**config.mk**
```make
export PLATFORM = sky130hd
export DESIGN_NAME = pattern_change_logger
export DESIGN_NICKNAME = d
export VERILOG_FILES = /design/src/rtl/pattern_logger_pkg.sv /design/src/rtl/sync_fwft_fifo.sv /design/src/rtl/pattern_change_logger.sv
export SDC_FILE = /design/constraint.sdc
export NUM_CORES = 1
export LEC_CHECK = 0
export ABC_CLOCK_PERIOD_IN_PS = 3700
export BUFFER_PORTS_ARGS = -buffer_cell sky130_fd_sc_hd__buf_4
export CAP_MARGIN = 5
export CORE_MARGIN = 2
export CORE_UTILIZATION = 35
export CTS_BUF_LIST = sky130_fd_sc_hd__clkbuf_8
export CTS_CLUSTER_DIAMETER = 30
export DETAILED_ROUTE_END_ITERATION = 6
export PLACE_DENSITY_LB_ADDON = 0.2
export SETUP_SLACK_MARGIN = 0.2
export SYNTH_ARGS = -nofsm -noshare
export SYNTH_HDL_FRONTEND = slang
export SYNTH_SLANG_ARGS = --single-unit
```
**constraint.sdc**
```tcl
create_clock -name clk -period 3.7 [get_ports clk]
set_input_delay 0.185 -clock clk [delete_from_list [all_inputs] [get_ports clk]]
set_output_delay 0.185 -clock clk [all_outputs]
set_load 0.05 [all_outputs]
```
**src/rtl/pattern_logger_pkg.sv**
```systemverilog
// Shared defaults, event layout and sizing helper for the pattern change logger.
package pattern_logger_pkg;

    localparam int DATA_W_DEF = 3;
    localparam int TS_W_DEF   = 16;
    localparam int CNT_W_DEF  = 16;
    localparam int DEPTH_DEF  = 8;

    typedef struct packed {
        logic [TS_W_DEF-1:0]   ts;
        logic [DATA_W_DEF-1:0] pat;
    } evt_t;

    // Level counter needs one extra bit to represent a completely full FIFO.
    function automatic int lvl_w(input int depth);
        return $clog2(depth) + 1;
    endfunction

endpackage

```
**src/rtl/sync_fwft_fifo.sv**
```systemverilog
// First-word-fall-through FIFO with registered head output; a push into an
// empty FIFO becomes visible one cycle later (no bypass).
module sync_fwft_fifo
    import pattern_logger_pkg::*;
#(
    parameter int WIDTH = 19,
    parameter int DEPTH = 8
) (
    input  logic                      clk,
    input  logic                      rst,
    input  logic                      push_req_i,
    input  logic [WIDTH-1:0]          push_data_i,
    input  logic                      ready_i,
    output logic                      valid_o,
    output logic [WIDTH-1:0]          data_o,
    output logic [$clog2(DEPTH):0]    level_o,
    output logic                      push_acc_o
);

    localparam int PTR_W = $clog2(DEPTH);
    localparam int LVL_W = lvl_w(DEPTH);

    logic [WIDTH-1:0] r_mem [DEPTH];
    logic [PTR_W-1:0] r_wr_ptr;
    logic [PTR_W-1:0] r_rd_ptr;
    logic [PTR_W-1:0] w_rd_ptr_nxt;
    logic [LVL_W-1:0] r_level;
    logic [LVL_W-1:0] w_level_nxt;
    logic [WIDTH-1:0] r_dout;
    logic [WIDTH-1:0] w_head_nxt;
    logic             w_pop;
    logic             w_push;

    assign valid_o    = (r_level != '0);
    assign w_pop      = valid_o && ready_i;
    // A full FIFO still takes a push when the head leaves in the same cycle.
    assign w_push     = push_req_i && ((r_level != LVL_W'(DEPTH)) || w_pop);
    assign push_acc_o = w_push;
    assign data_o     = r_dout;
    assign level_o    = r_level;

    always_comb begin
        w_rd_ptr_nxt = r_rd_ptr + PTR_W'(w_pop);
        w_level_nxt  = r_level;
        case ({w_push, w_pop})
            2'b10:   w_level_nxt = r_level + LVL_W'(1);
            2'b01:   w_level_nxt = r_level - LVL_W'(1);
            default: w_level_nxt = r_level;
        endcase
        // The next head may be the entry being written this very cycle.
        if (w_push && (w_rd_ptr_nxt == r_wr_ptr)) begin
            w_head_nxt = push_data_i;
        end else begin
            w_head_nxt = r_mem[w_rd_ptr_nxt];
        end
    end

    always_ff @(posedge clk) begin
        if (w_push) begin
            r_mem[r_wr_ptr] <= push_data_i;
        end
    end

    always_ff @(posedge clk or posedge rst) begin
        if (rst) begin
            r_wr_ptr <= '0;
            r_rd_ptr <= '0;
            r_level  <= '0;
            r_dout   <= '0;
        end else begin
            if (w_push) begin
                r_wr_ptr <= r_wr_ptr + PTR_W'(1);
            end
            r_rd_ptr <= w_rd_ptr_nxt;
            r_level  <= w_level_nxt;
            if (w_level_nxt != '0) begin
                r_dout <= w_head_nxt;
            end
        end
    end

endmodule

```
**src/rtl/pattern_change_logger.sv**
```systemverilog
// Synchronises the generator pattern bus, timestamps every value change and
// queues {ts, pattern} events for a valid/ready consumer.
module pattern_change_logger
    import pattern_logger_pkg::*;
#(
    parameter int DATA_W = DATA_W_DEF,
    parameter int TS_W   = TS_W_DEF,
    parameter int DEPTH  = DEPTH_DEF,
    parameter int CNT_W  = CNT_W_DEF
) (
    input  logic                     clk,
    input  logic                     rst,
    input  logic [DATA_W-1:0]        pat_i,
    input  logic                     en_i,
    output logic                     evt_valid_o,
    input  logic                     evt_ready_i,
    output logic [TS_W+DATA_W-1:0]   evt_data_o,
    output logic [CNT_W-1:0]         evt_count_o,
    output logic [$clog2(DEPTH):0]   fifo_level_o,
    output logic                     overflow_o
);

    logic [DATA_W-1:0] r_s1;
    logic [DATA_W-1:0] r_s2;
    logic [DATA_W-1:0] r_prev;
    logic [TS_W-1:0]   r_ts;
    logic [CNT_W-1:0]  r_count;
    logic              r_overflow;
    logic              w_chg;
    logic              w_push_req;
    logic              w_push_acc;

    assign w_chg      = (r_s2 != r_prev);
    assign w_push_req = w_chg && en_i;

    // prev follows s2 even while logging is disabled, so re-enabling never
    // logs the value already present on the bus.
    always_ff @(posedge clk or posedge rst) begin
        if (rst) begin
            r_s1   <= '0;
            r_s2   <= '0;
            r_prev <= '0;
            r_ts   <= '0;
        end else begin
            r_s1   <= pat_i;
            r_s2   <= r_s1;
            r_prev <= r_s2;
            r_ts   <= r_ts + TS_W'(1);
        end
    end

    always_ff @(posedge clk or posedge rst) begin
        if (rst) begin
            r_count    <= '0;
            r_overflow <= 1'b0;
        end else begin
            if (w_push_acc && (r_count != '1)) begin
                r_count <= r_count + CNT_W'(1);
            end
            if (w_push_req && !w_push_acc) begin
                r_overflow <= 1'b1;
            end
        end
    end

    sync_fwft_fifo #(
        .WIDTH (TS_W + DATA_W),
        .DEPTH (DEPTH)
    ) u_fifo (
        .clk         (clk),
        .rst         (rst),
        .push_req_i  (w_push_req),
        .push_data_i ({r_ts, r_s2}),
        .ready_i     (evt_ready_i),
        .valid_o     (evt_valid_o),
        .data_o      (evt_data_o),
        .level_o     (fifo_level_o),
        .push_acc_o  (w_push_acc)
    );

    assign evt_count_o = r_count;
    assign overflow_o  = r_overflow;

endmodule

```
# Yosys cells after proc, flatten, opt, wreduce, memory -nomap -nowiden
# Memory sizes are Yosys's and may differ from the RTL's. A register that Yosys moved wholly into a read port is not among the register bits.
# Cells that the tools add are included.
# Widths: inputs -> output; s select.
# totals
output_inout_bits	41
n_memories	1
mem_bits_rw	152
elab_cells	33
input_bits	7
ff_bits	52
# mem_list
name	depth	word_bits	rd	rd_clocked_by_memory_dff	wr	line	text
u_fifo.r_mem	8	19	1	1	1	sync_fwft_fifo.sv:23	logic [WIDTH-1:0] r_mem [DEPTH];
# op_classes
reduce_logical	9
n_mux	3
eq_ne	5
add_sub_neg	6
# ops
op	n
$add 16x1->16 const B	2
$ne 16x16->1 const B	1
$pmux 4 s2	1
$reduce_bool 4->1	2
$logic_and 1x1->1	5
$add 4x1->4 const B	1
$ne 4x4->1 const B	1
$sub 4x1->4 const B	1
$add 3x1->3	1
$add 3x1->3 const B	1
$ne 3x3->1	1
$eq 2x1->1 const B	1
$eq 2x2->1 const B	1
$mux 1	2
$logic_not 1->1	1
$logic_or 1x1->1	1

# Depth between registers and ports, before layout
# depth
ltp_word	7
depth_mapped	15
depth_no_buf	12

# Modules after synthesis
# Synthesis repeated with hierarchy kept, for this count alone.
# hier_totals
cells_unflattened	504
hier_area_um2	9183.8
# modules_own_cells
module	seq_area_each_um2	cells_per_inst	n_inst	area_each_um2
sync_fwft_fifo	5290.1	362	1	7417.1
pattern_change_logger	1051.0	142	1	1766.7

# Worst setup path after synthesis
# OpenSTA, ideal clock, no wires.
# synth_timing
path_kind	register -> register
from	register u_fifo.r_level[0] (netlist: u_fifo.level_o[0])
to	register u_fifo.r_dout[0] (netlist: u_fifo.data_o[0]) (read register of u_fifo.r_mem)
setup_ns	0.125
n_path_buf	3
stages_incl_launch_ff	15
required_ns	3.575
arrival_ns	3.721
path_slack_ns	-0.146
synth_period_minus_slack_ns	3.846
cell_sequence	dfrtp_1 > nor3_4 > nand2b_1 > clkbuf_1 > and2_1 > nand2_1 > fa_1 > xor2_1 > nand3_1 > a211oi_1 > a32o_1 > or2_1 > buf_6 > buf_6 > mux2_4
# synth_between
elab_chain_len	7
elab_cells_between_ends	12
cone_classes	3 x add/sub; 3 x eq/ne; 1 x mux; 5 x reduce/logical
# synth_rtl
element	line	text
start: declaration	sync_fwft_fifo.sv:27	logic [LVL_W-1:0] r_level;
start signal: assignment	sync_fwft_fifo.sv:75	r_level <= w_level_nxt;
$reduce_bool 4->1 *	sync_fwft_fifo.sv:34	assign valid_o = (r_level != '0);
net evt_valid_o	pattern_change_logger.sv:15	output logic evt_valid_o,
$logic_and 1x1->1 *	sync_fwft_fifo.sv:35	assign w_pop = valid_o && ready_i;
$logic_or 1x1->1	sync_fwft_fifo.sv:37	assign w_push = push_req_i && ((r_level != LVL_W'(DEPTH)) || w_pop);
$logic_and 1x1->1	sync_fwft_fifo.sv:37	
$eq 2x1->1 / $eq 2x2->1 (equally long branches)	sync_fwft_fifo.sv:45	case ({w_push, w_pop})
$pmux 4 s2	sync_fwft_fifo.sv:45	
$reduce_bool 4->1	sync_fwft_fifo.sv:76	if (w_level_nxt != '0) begin
end: declaration	sync_fwft_fifo.sv:29	logic [WIDTH-1:0] r_dout;
# The timed path passes the listed nets; every way through them passes the cells marked *.
# A chain may end at the register's enable or synchronous reset.

# Worst setup path in the final report
# layout_timing
from	register u_fifo.r_level[2] (netlist: u_fifo.level_o[2])
to	register u_fifo.r_dout[0] (netlist: u_fifo.data_o[0]) (read register of u_fifo.r_mem)
# layout_between
elab_chain_len	7
elab_cells_between_ends	12
cone_classes	3 x add/sub; 3 x eq/ne; 1 x mux; 5 x reduce/logical
# layout_rtl
element	line
$reduce_bool 4->1	sync_fwft_fifo.sv:34
$logic_and 1x1->1	sync_fwft_fifo.sv:35
$logic_or 1x1->1	sync_fwft_fifo.sv:37
$logic_and 1x1->1	sync_fwft_fifo.sv:37
$eq 2x1->1 / $eq 2x2->1 (equally long branches)	sync_fwft_fifo.sv:45
$pmux 4 s2	sync_fwft_fifo.sv:45
$reduce_bool 4->1	sync_fwft_fifo.sv:76
# Parallel ways exist; a longest one is shown, timed or not.

==> metrics.yaml <==
run_status: "finished clean"
cts_tree: "done"
required_ps: 4100
remaining_overflow_grt: 0
clk_pin_slew_worst_paths_ps: 50
layout.filler_cells: 2260
ant_nets: 0
post_synth.cell_area_avg_um2: 16.98
yosysTopAreaCellShare_pct: 50.63
clk_tree_root_cell: "clkbuf_8"
grt_pass1_vias: 5087
global_routing_s_busiest_layer: "met2"
largest_fanout_on_the_critical_path: 15
power.static_leakage_nw: 4.152
synth-edff-count: 152
synthArstFlopShare_pct: 31.84
finish.net_count: 643
groute.layer.met1.usage_pct: 19.97
route.detailed.drc: 0
setup.worst_path.end_class: "register"
dieWidth_um: 164.5
fp-row-count: 58
layout_min_cycle_time_ps: 3372
postRouteWirelength_um: 19490
antenna_found_initial: 0
max_transition_viols_final: 0
synth-warning-count: 0
predominant_post_synthesis_flop_cell: "edfxtp_1"
synthDominantAreaCellType: "edfxtp_1"
placement.io_buffers: 47
largest_net_degree_at_the_start_of_global_routing: 46
critical_path_class: "register to register"
setup_viol_count_final: 0
dieArea_mm2: 0.02706
stdcell_area_mm2: 0.01105
synthesis.instances: 531
cts_inserted_buffers: 43
global_route.usage.total_pct: 14.91
flow.area_growth_from_synthesis_pct: 22.53
gp_routability_congestion: 0.7594
placed_instance_area_mm2: 0.009903
min-delay-path-class: "input pin to register"
ys_seq_elements: 223
clockBufferDepth: 3
rsz0062_at_grt: "no"
drtIter0Drc: 336
ys_types: 41
grtUsageMet3_pct: 3.767
layout-drive-gt1-share_pct: 32.18
dp_hpwl_um: 11310
critPathLaunchType: "register"
wl_per_cell_um: 19.64
synth_sequential_area_ratio_pct: 70.34
detailroute.via_count: 4887
floorplan.die.height_um: 164.5
met2_usage_pct: 24.10
yosys-top-cells-area: "edfxtp_1 (51%), dfrtp_1 (20%), mux4_2 (9.5%)"
synthesis.nets: 546
vias_per_cell: 4.926
netlist_area_before_placement_mm2: 0.009015
htree_levels: 2
grt_first_pass_wirelength_um: 30150
design.core.area_mm2: 0.02525
sink_count_of_the_clock_tree: 223
worst_ir_drop_on_vdd_mv: 0.4271
worst_ep_arrival_time_ps: 3770
power_per_cell_area_mw_per_mm2: 922.4
max_slew.worst_pin.slew_ps: 848.9
report.final.hold_viol_count: 0
maxcap_violations: 0
fin_worst_skew_ps: 37.73
drt_pre_antenna_iters: 4
clk_latency_ps: 560
n_antenna_cell: 0
boundaryPins: 48
finalSetupTns_ps: 0
post-route-period-util_pct: 91.13
slew-limit-headroom_pct: 43.34
start_util_pct: 35.70
fmax_ghz: 0.2966
worst_hold_slack_ps: 171.6
==> what timing repair did <==
item	in CTS	in global routing
resized for setup	3	6
endpoints found under the setup margin	12	16
setup buffers	0	2
pin swaps	0	3
hold buffers	5	0
hold endpoints to repair	48	0
==> power by group <==
group | internal, W | switching (W) | total, W
combinational | 0.00177 | 0.00217 | 0.00394
clock | 0.00176 | 0.00107 | 0.00283
sequential | 0.00312 | 0.000297 | 0.00342
==> final timing paths <==
path | startpoint | to | slack (ps) | cells after the start
worst max-delay path | u_fifo.level_o[2] | u_fifo.data_o[0] | 330 | 13
worst min-delay path | en_i | u_fifo.level_o[3] | 170 | 4
worst max register to register | u_fifo.level_o[2] | u_fifo.data_o[0] | 330 | 13
worst min register to register | r_s1[2] | r_s2[2] | 350 | 0
max in group asynchronous | rst | r_s2[0] | 2410 | 4
min in group asynchronous | rst | evt_count_o[8] | 350 | 3
==> through the flow <==
step | power [W] | utilization, % | worst slack, ps | std cells
floorplan | 0.006243 | - | 282.6 | 531
global placement | 0.007330 | 39.21 | 328.5 | 906
detailed placement | 0.007404 | 39.21 | 107.0 | 906
CTS | 0.01028 | 43.55 | 233.0 | 990
global route | 0.01072 | 43.74 | 196.5 | 992
finish | 0.01019 | 43.74 | 328.4 | 992
==> cell type report <==
type | instances | area (um2) | area share [%]
repair buffers | 74 | 605.6 | 5.483
clock inverters | 32 | 384.1 | 3.478
well taps | 330 | 412.9 | 3.738
flip-flops and latches | 223 | 6346 | 57.45
inverters | 7 | 27.53 | 0.2492
clock buffers | 47 | 646.9 | 5.856
multi-input cells | 279 | 2623 | 23.74
==> kinds of logic (layout without fill, tap and decap cells) <==
family | Yosys count | after routing | synth area share [%]
adders and majority gates | 8 | 8 | 1.194
DFF | 223 | 223 | 70.34
muxes | 75 | 75 | 14.18
AOI/OAI and AO/OA | 51 | 51 | 3.387
and+or+nand+nor | 106 | 106 | 5.677
xor gates and xnor gates | 39 | 39 | 3.789
buffers and inverters | 29 | 160 | 1.430
==> flip-flops by register name (all words and copies together) (netlist names) <==
register	cells
overflow_o	1
r_s2	3
r_prev	3
u_fifo.level_o	4
evt_count_o	16
u_fifo.r_mem	152
r_s1	3
u_fifo.data_o	19
u_fifo.r_wr_ptr	3
r_ts	16
u_fifo.r_rd_ptr	3
==> worst max-delay path, cell delays in order, from the launching register on <==
cell and delay [ps]:
dfrtp_2 470, nor3_4 340, nand2b_4 120, and2_1 210, nand2_1 120, inv_1 110
ha_1 310, a21o_1 220, a21oi_2 240, nor2_1 80, a32o_2 250, or2_1 280
buf_12 180, mux2_4 300
==> Yosys cell counts, types with 2 or more instances <==
| library cell | number |
|---|---|
| nand2_1 | 23 |
| o21ai_0 | 16 |
| dfrtp_1 | 71 |
| buf_6 | 2 |
| and2_1 | 2 |
| mux4_2 | 38 |
| buf_1 | 5 |
| a211oi_1 | 2 |
| buf_2 | 4 |
| and4_1 | 2 |
| inv_1 | 7 |
| mux2i_1 | 19 |
| nand2b_1 | 4 |
| and3_1 | 4 |
| mux2_2 | 10 |
| nand3_1 | 16 |
| clkbuf_1 | 11 |
| xor2_1 | 14 |
| a21o_1 | 2 |
| mux2_4 | 8 |
| ha_1 | 7 |
| edfxtp_1 | 152 |
| o31ai_1 | 2 |
| a21oi_1 | 22 |
| xnor2_1 | 25 |
| nand4_1 | 8 |
| nor3_1 | 10 |
| nor2_1 | 32 |
==> routing by layer <==
layer | part of all wire (%) | vias up
met3 | 5.1 | 30
met2 | 49 | 128
met5 | 0 | -
li1 | - | 2236
met1 | 44 | 2493
met4 | 1.9 | 0
==> placed cells by master, fill, tap and decap left out, types with 12 or more instances in the layout <==
| cell type | n |
|---|---|
| a21oi_1 | 21 |
| buf_4 | 66 |
| clkbuf_8 | 47 |
| dfrtp_1 | 67 |
| edfxtp_1 | 152 |
| inv_1 | 16 |
| mux2i_1 | 19 |
| mux4_2 | 38 |
| nand2_1 | 23 |
| nand3_1 | 16 |
| nor2_1 | 32 |
| o21ai_0 | 16 |
| xnor2_1 | 25 |
| xor2_1 | 12 |
No activity file was read; power rests on OpenSTA's default activity.
